**src/rtl/top_xp_fifo.sv**
```systemverilog
// Single-clock synchronous FIFO with registered dequeue output, status decodes and sticky error flags.
// Define TOP_XP_ASSERT_EN to elaborate the embedded SVA invariant checks and cover points.
module top_xp_fifo #(
    parameter int DEPTH = 16,
    parameter int DW    = 32
) (
    input  logic                     clk,
    input  logic                     rstn,
    input  logic                     enq,
    input  logic                     deq,
    input  logic [DW-1:0]            din,
    output logic [DW-1:0]            dout,
    output logic                     dout_valid,
    output logic                     full,
    output logic                     empty,
    output logic [$clog2(DEPTH):0]   count,
    output logic                     overflow,
    output logic                     underflow
);
    localparam int AW = $clog2(DEPTH);
    localparam int CW = AW + 1;

    logic [DW-1:0] mem_q [DEPTH];
    logic [AW-1:0] wr_ptr_q, wr_ptr_d;
    logic [AW-1:0] rd_ptr_q, rd_ptr_d;
    logic [CW-1:0] count_q, count_d;
    logic [DW-1:0] dout_q, dout_d;
    logic          dout_valid_q, dout_valid_d;
    logic          overflow_q, overflow_d;
    logic          underflow_q, underflow_d;
    logic          do_enq, do_deq;

    assign full  = (count_q == CW'(DEPTH));
    assign empty = (count_q == '0);

    // A pop frees a slot in the same cycle, so a full queue may still accept a push.
    assign do_deq = deq & ~empty;
    assign do_enq = enq & (~full | do_deq);

    always_comb begin
        wr_ptr_d     = wr_ptr_q;
        rd_ptr_d     = rd_ptr_q;
        count_d      = count_q;
        dout_d       = dout_q;
        dout_valid_d = 1'b0;
        overflow_d   = overflow_q;
        underflow_d  = underflow_q;
        if (do_enq) begin
            wr_ptr_d = wr_ptr_q + AW'(1);
        end
        if (do_deq) begin
            rd_ptr_d     = rd_ptr_q + AW'(1);
            dout_d       = mem_q[rd_ptr_q];
            dout_valid_d = 1'b1;
        end
        if (do_enq && !do_deq) begin
            count_d = count_q + CW'(1);
        end else if (!do_enq && do_deq) begin
            count_d = count_q - CW'(1);
        end
        if (enq && !do_enq) begin
            overflow_d = 1'b1;
        end
        if (deq && empty) begin
            underflow_d = 1'b1;
        end
    end

    always_ff @(posedge clk) begin
        if (rstn) begin
            wr_ptr_q     <= '0;
            rd_ptr_q     <= '0;
            count_q      <= '0;
            dout_q       <= '0;
            dout_valid_q <= 1'b0;
            overflow_q   <= 1'b0;
            underflow_q  <= 1'b0;
        end else begin
            wr_ptr_q     <= wr_ptr_d;
            rd_ptr_q     <= rd_ptr_d;
            count_q      <= count_d;
            dout_q       <= dout_d;
            dout_valid_q <= dout_valid_d;
            overflow_q   <= overflow_d;
            underflow_q  <= underflow_d;
        end
    end

    // Storage is intentionally left unreset; the pointers define which entries are live.
    always_ff @(posedge clk) begin
        if (!rstn && do_enq) begin
            mem_q[wr_ptr_q] <= din;
        end
    end

    assign dout       = dout_q;
    assign dout_valid = dout_valid_q;
    assign count      = count_q;
    assign overflow   = overflow_q;
    assign underflow  = underflow_q;

`ifdef TOP_XP_ASSERT_EN
    a_count_bound: assert property (@(posedge clk) disable iff (rstn)
        count_q <= CW'(DEPTH));
    a_full_not_empty: assert property (@(posedge clk) disable iff (rstn)
        full |-> !empty);
    a_count_ptrs: assert property (@(posedge clk) disable iff (rstn)
        full ? (wr_ptr_q == rd_ptr_q) : (count_q == {1'b0, AW'(wr_ptr_q - rd_ptr_q)}));
    a_count_inc: assert property (@(posedge clk) disable iff (rstn)
        (do_enq && !do_deq) |=> (count_q == $past(count_q) + CW'(1)));
    a_deq_valid: assert property (@(posedge clk) disable iff (rstn)
        do_deq |=> dout_valid_q);
    a_overflow_sticky: assert property (@(posedge clk) disable iff (rstn)
        overflow_q |=> overflow_q);
    a_underflow_sticky: assert property (@(posedge clk) disable iff (rstn)
        underflow_q |=> underflow_q);
    c_full: cover property (@(posedge clk) disable iff (rstn) full);
    c_empty_after_full: cover property (@(posedge clk) disable iff (rstn)
        full ##[1:$] empty);
    c_wr_wrap: cover property (@(posedge clk) disable iff (rstn)
        (do_enq && wr_ptr_q == AW'(DEPTH - 1)));
`endif

endmodule

```
**config.mk**
```make
export PLATFORM = sky130hd
export DESIGN_NAME = top_xp_fifo
export DESIGN_NICKNAME = d
export VERILOG_FILES = /design/src/rtl/top_xp_fifo.sv
export SDC_FILE = /design/constraint.sdc
export NUM_CORES = 1
export LEC_CHECK = 0
export CAP_MARGIN = 10
export CORE_ASPECT_RATIO = 2
export CORE_MARGIN = 3
export CORE_UTILIZATION = 55
export CTS_CLUSTER_SIZE = 20
export DETAILED_ROUTE_END_ITERATION = 8
export GPL_ROUTABILITY_DRIVEN = 0
export GPL_TIMING_DRIVEN = 0
export PLACE_DENSITY_LB_ADDON = 0.15
export SYNTH_ARGS = -nofsm -noshare
export SYNTH_HDL_FRONTEND = slang
export SYNTH_SLANG_ARGS = --single-unit
export TNS_END_PERCENT = 1
```
**constraint.sdc**
```tcl
create_clock -name clk -period 3.05 [get_ports clk]
set_clock_uncertainty 0.2 [all_clocks]
set_input_delay 0.4575 -clock clk [delete_from_list [all_inputs] [get_ports clk]]
set_output_delay 0.4575 -clock clk [all_outputs]
set_load 0.005 [all_outputs]
```
==> impl_metrics.json <==
{
  "synth-edff-count": 512,
  "first_global_vias": 10753,
  "final_max_slew_viol_count": 0,
  "vias_per_cell": 5.98,
  "ys_ff_latch": 560,
  "path_max_fanout": 6,
  "post_dp_cell_area_mm2": 0.0232,
  "pwr-share-seq_pct": 46.5,
  "ys.flop_type": "edfxtp_1",
  "wl_um": 45300,
  "ys_types": 32,
  "grt_overflow": 0,
  "synthCells": 966,
  "avgSynthCellArea_um2": 22.1,
  "die_h_um": 284,
  "crit_family": "simple AND/OR/NAND/NOR gates",
  "rsz0062_at_grt": "true",
  "worstPathCellList": "or4_4 > o21ai_4 > ha_2 > inv_2 > fa_2 > a21o_1 > a21oi_2 > mux2i_1 > mux2_2",
  "irDropWorstVdd_mv": 0.512,
  "antenna_found_initial": 0,
  "hold_buffers": 0,
  "fin_nets": 1153,
  "cp.arrival_ps": 3210,
  "cp-end-kind": "flop",
  "fmax_ghz": 0.338,
  "critPathMaxStageDelay_ps": 580,
  "min-delay-path-class": "flop to flop",
  "power_density_mw_per_mm2": 765,
  "path_class": "flop to flop",
  "p_int_mw": 14.3,
  "fp-row-count": 101,
  "synthArstFlopShare_pct": 0,
  "synth_area_mm2": 0.0213,
  "grt_first_pass_wirelength_um": 67600,
  "share_clk_of_total_power_pct": 32.1,
  "dieWidth_um": 145,
  "power_switching_mw": 4.70,
  "clk_latency_ps": 560,
  "hpwl_um": 28800,
  "start_kind": "flop",
  "netSwitchingFraction_pct": 24.7,
  "drt_iter0_drc": 719,
  "combPwrFrac_pct": 21.4,
  "seq_area_frac_synth_pct": 76.7,
  "firstDrtPassIters": 5,
  "clockBufferDepth": 3,
  "required_ps": 3300,
  "final_common_cell": "edfxtp_1",
  "synth_mux_area_share_pct": 17.0,
  "cts_tree": "done",
  "yosys.area_share.adder_pct": 0.622,
  "drtAntennaViolNets": 0,
  "synth_compound_gate_area_share_pct": 2.04,
  "setup_viol": 0,
  "fin_area_mm2": 0.0248,
  "finalPower_mw": 19.0,
  "dieArea_mm2": 0.0413,
  "maxSlewHeadroom_pct": 30.0,
  "outcome": "complete, no violations",
  "final_cell_mix": "512 x edfxtp_1, 128 x mux4_2, 77 x clkdlybuf4s50_1",
  "yosysWarnings": 0,
  "synth-simple-area-share_pct": 1.71,
  "routedWlPerCell_um": 27.3,
  "syn_nets": 1012,
  "clk_pin_slew_ps": 70,
  "fin_crit_sh_pct": 97.1,
  "leakagePower_nw": 7.73,
  "syn_to_final_growth_pct": 16.6,
  "cts_root_buffer": "clkbuf_16",
  "maxCapViolCount": 0,
  "cts_buffers": 45,
  "core-area_mm2": 0.0382,
  "synthXorXnorAreaFrac_pct": 0.370,
  "fin_crit_ps": 2960,
  "drive_above_1_share_pct": 27.7,
  "hold_viol_final": 0,
  "fill_cells": 2650,
  "io_pins": 78,
  "cts.htree.levels": 2,
  "initial_core_util_pct": 55.8,
  "io_buffers": 77,
  "tightest_slew_ps": 1050,
  "insertedDiodeCount": 0,
  "crit_buf_inv": 1,
  "grt_max_degree": 24,
  "drc": 0,
  "grt_use_total_pct": 22.3,
  "clock-sinks": 560,
  "vias": 9923,
  "slowest_stage": "or4_4",
  "synth_top_family_by_area": "multiplexers"
}
## final timing paths
path / start / depth (start not counted) / endpoint / slack, ps
max: count[1] / 9 / count[4] / 90
min: underflow / 2 / underflow / 280
min reg2reg: underflow / 2 / underflow / 280
max reg2reg: count[1] / 9 / count[4] / 90
## state kept, by name (all words and copies together) (netlist names)
| register | cells |
|---|---|
| underflow | 1 |
| rd_ptr_q | 4 |
| dout_valid | 1 |
| dout | 32 |
| overflow | 1 |
| mem_q | 512 |
| count | 5 |
| wr_ptr_q | 4 |
## power groups by stage
stage                     Combinational, mW  Clock [mW]  Sequential, mW
final                                  4.07        6.10            8.83
after floorplan                        2.76           0            8.94
after global placement                 4.03           0            8.98
after CTS                              4.17        6.20            8.82
after global routing                   4.40        6.47            8.86
after detailed placement               4.12           0            8.98
## logic make-up after synthesis
kind of cell             Yosys count
flip-flops                       560
AO/OA/AOI/OAI                     47
buffers and inverters             56
multiplexers                     197
XOR/XNOR                           9
adder cells (fa/ha/maj)           10
AND/OR/NAND/NOR                   87
## per-stage QoR
| stage | utilization (%) | setup TNS (ps) | instances | setup slack (ps) | hold slack [ps] |
|---|---|---|---|---|---|
| final | 65.1 | 0 | 1659 | 87.9 | 284 |
| after global placement | 59.6 | -1212340 | 1558 | -2660 | 257 |
| after CTS | 65.0 | -35.9 | 1658 | -31.6 | 291 |
| after detailed placement | 60.9 | -143600 | 1574 | -643 | 275 |
| after floorplan | - | -47780 | 966 | -132 | 260 |
| after global routing | 65.1 | -73.1 | 1659 | -22.0 | 320 |
## cell type report
| cell class | count | area, µm² | area share [%] |
|---|---|---|---|
| plain buffers | 50 | 338 | 1.36 |
| clock buffers | 55 | 1230 | 4.94 |
| clock inverters | 29 | 325 | 1.31 |
| inverters | 4 | 15.0 | 0.0604 |
| multi-input cells | 351 | 4780 | 19.2 |
| flip-flops and latches | 560 | 16300 | 65.8 |
| well taps | 515 | 644 | 2.59 |
| repair buffers | 95 | 1170 | 4.69 |
## per-layer routing
| layer | GRT usage (%) | wire length (µm) | vias up |
|---|---|---|---|
| met2 | 41.6 | 25500 | 304 |
| li1 | - | - | 4290 |
| met5 | 0 | 0 | - |
| met4 | 8.94 | 1640 | 0 |
| met1 | 26.0 | 16100 | 5217 |
| met3 | 2.82 | 2040 | 112 |
## synth_stat cells (3+ instances only)
| library cell | count | share of area (%) |
|---|---|---|
| xor2_1 | 7 | 0.29 |
| clkbuf_1 | 16 | 0.28 |
| a221o_1 | 32 | 1.5 |
| nand2_1 | 5 | 0.088 |
| ha_1 | 9 | 0.53 |
| mux4_2 | 128 | 14 |
| inv_1 | 4 | 0.070 |
| dfxtp_1 | 48 | 4.5 |
| buf_6 | 10 | 0.53 |
| mux2_2 | 33 | 1.7 |
| buf_12 | 3 | 0.28 |
| a21oi_1 | 5 | 0.12 |
| mux2i_1 | 36 | 1.7 |
| buf_1 | 9 | 0.16 |
| o211ai_1 | 4 | 0.14 |
| nor2_1 | 73 | 1.3 |
| buf_2 | 14 | 0.33 |
| edfxtp_1 | 512 | 72 |
## worst register-to-register path, delay by kind of cell, from the launching register on
family                     cells  cell delay, ps
and+or+nand+nor                1             580
buffers and inverters          1              70
AOI/OAI and AO/OA              3             500
DFF                            1             380
adders and majority gates      2             560
muxes                          2             570
## repair_timing
| item | in CTS | in global routing |
|---|---|---|
| buffers inserted | 1 | 1 |
| hold endpoints to repair | 0 | 0 |
| pin swaps | 1 | 2 |
| resized for setup | 12 | 12 |
| setup endpoints to repair | 90 | 49 |
| gates cloned | 0 | 1 |
No activity file was read; power rests on OpenSTA's default activity.
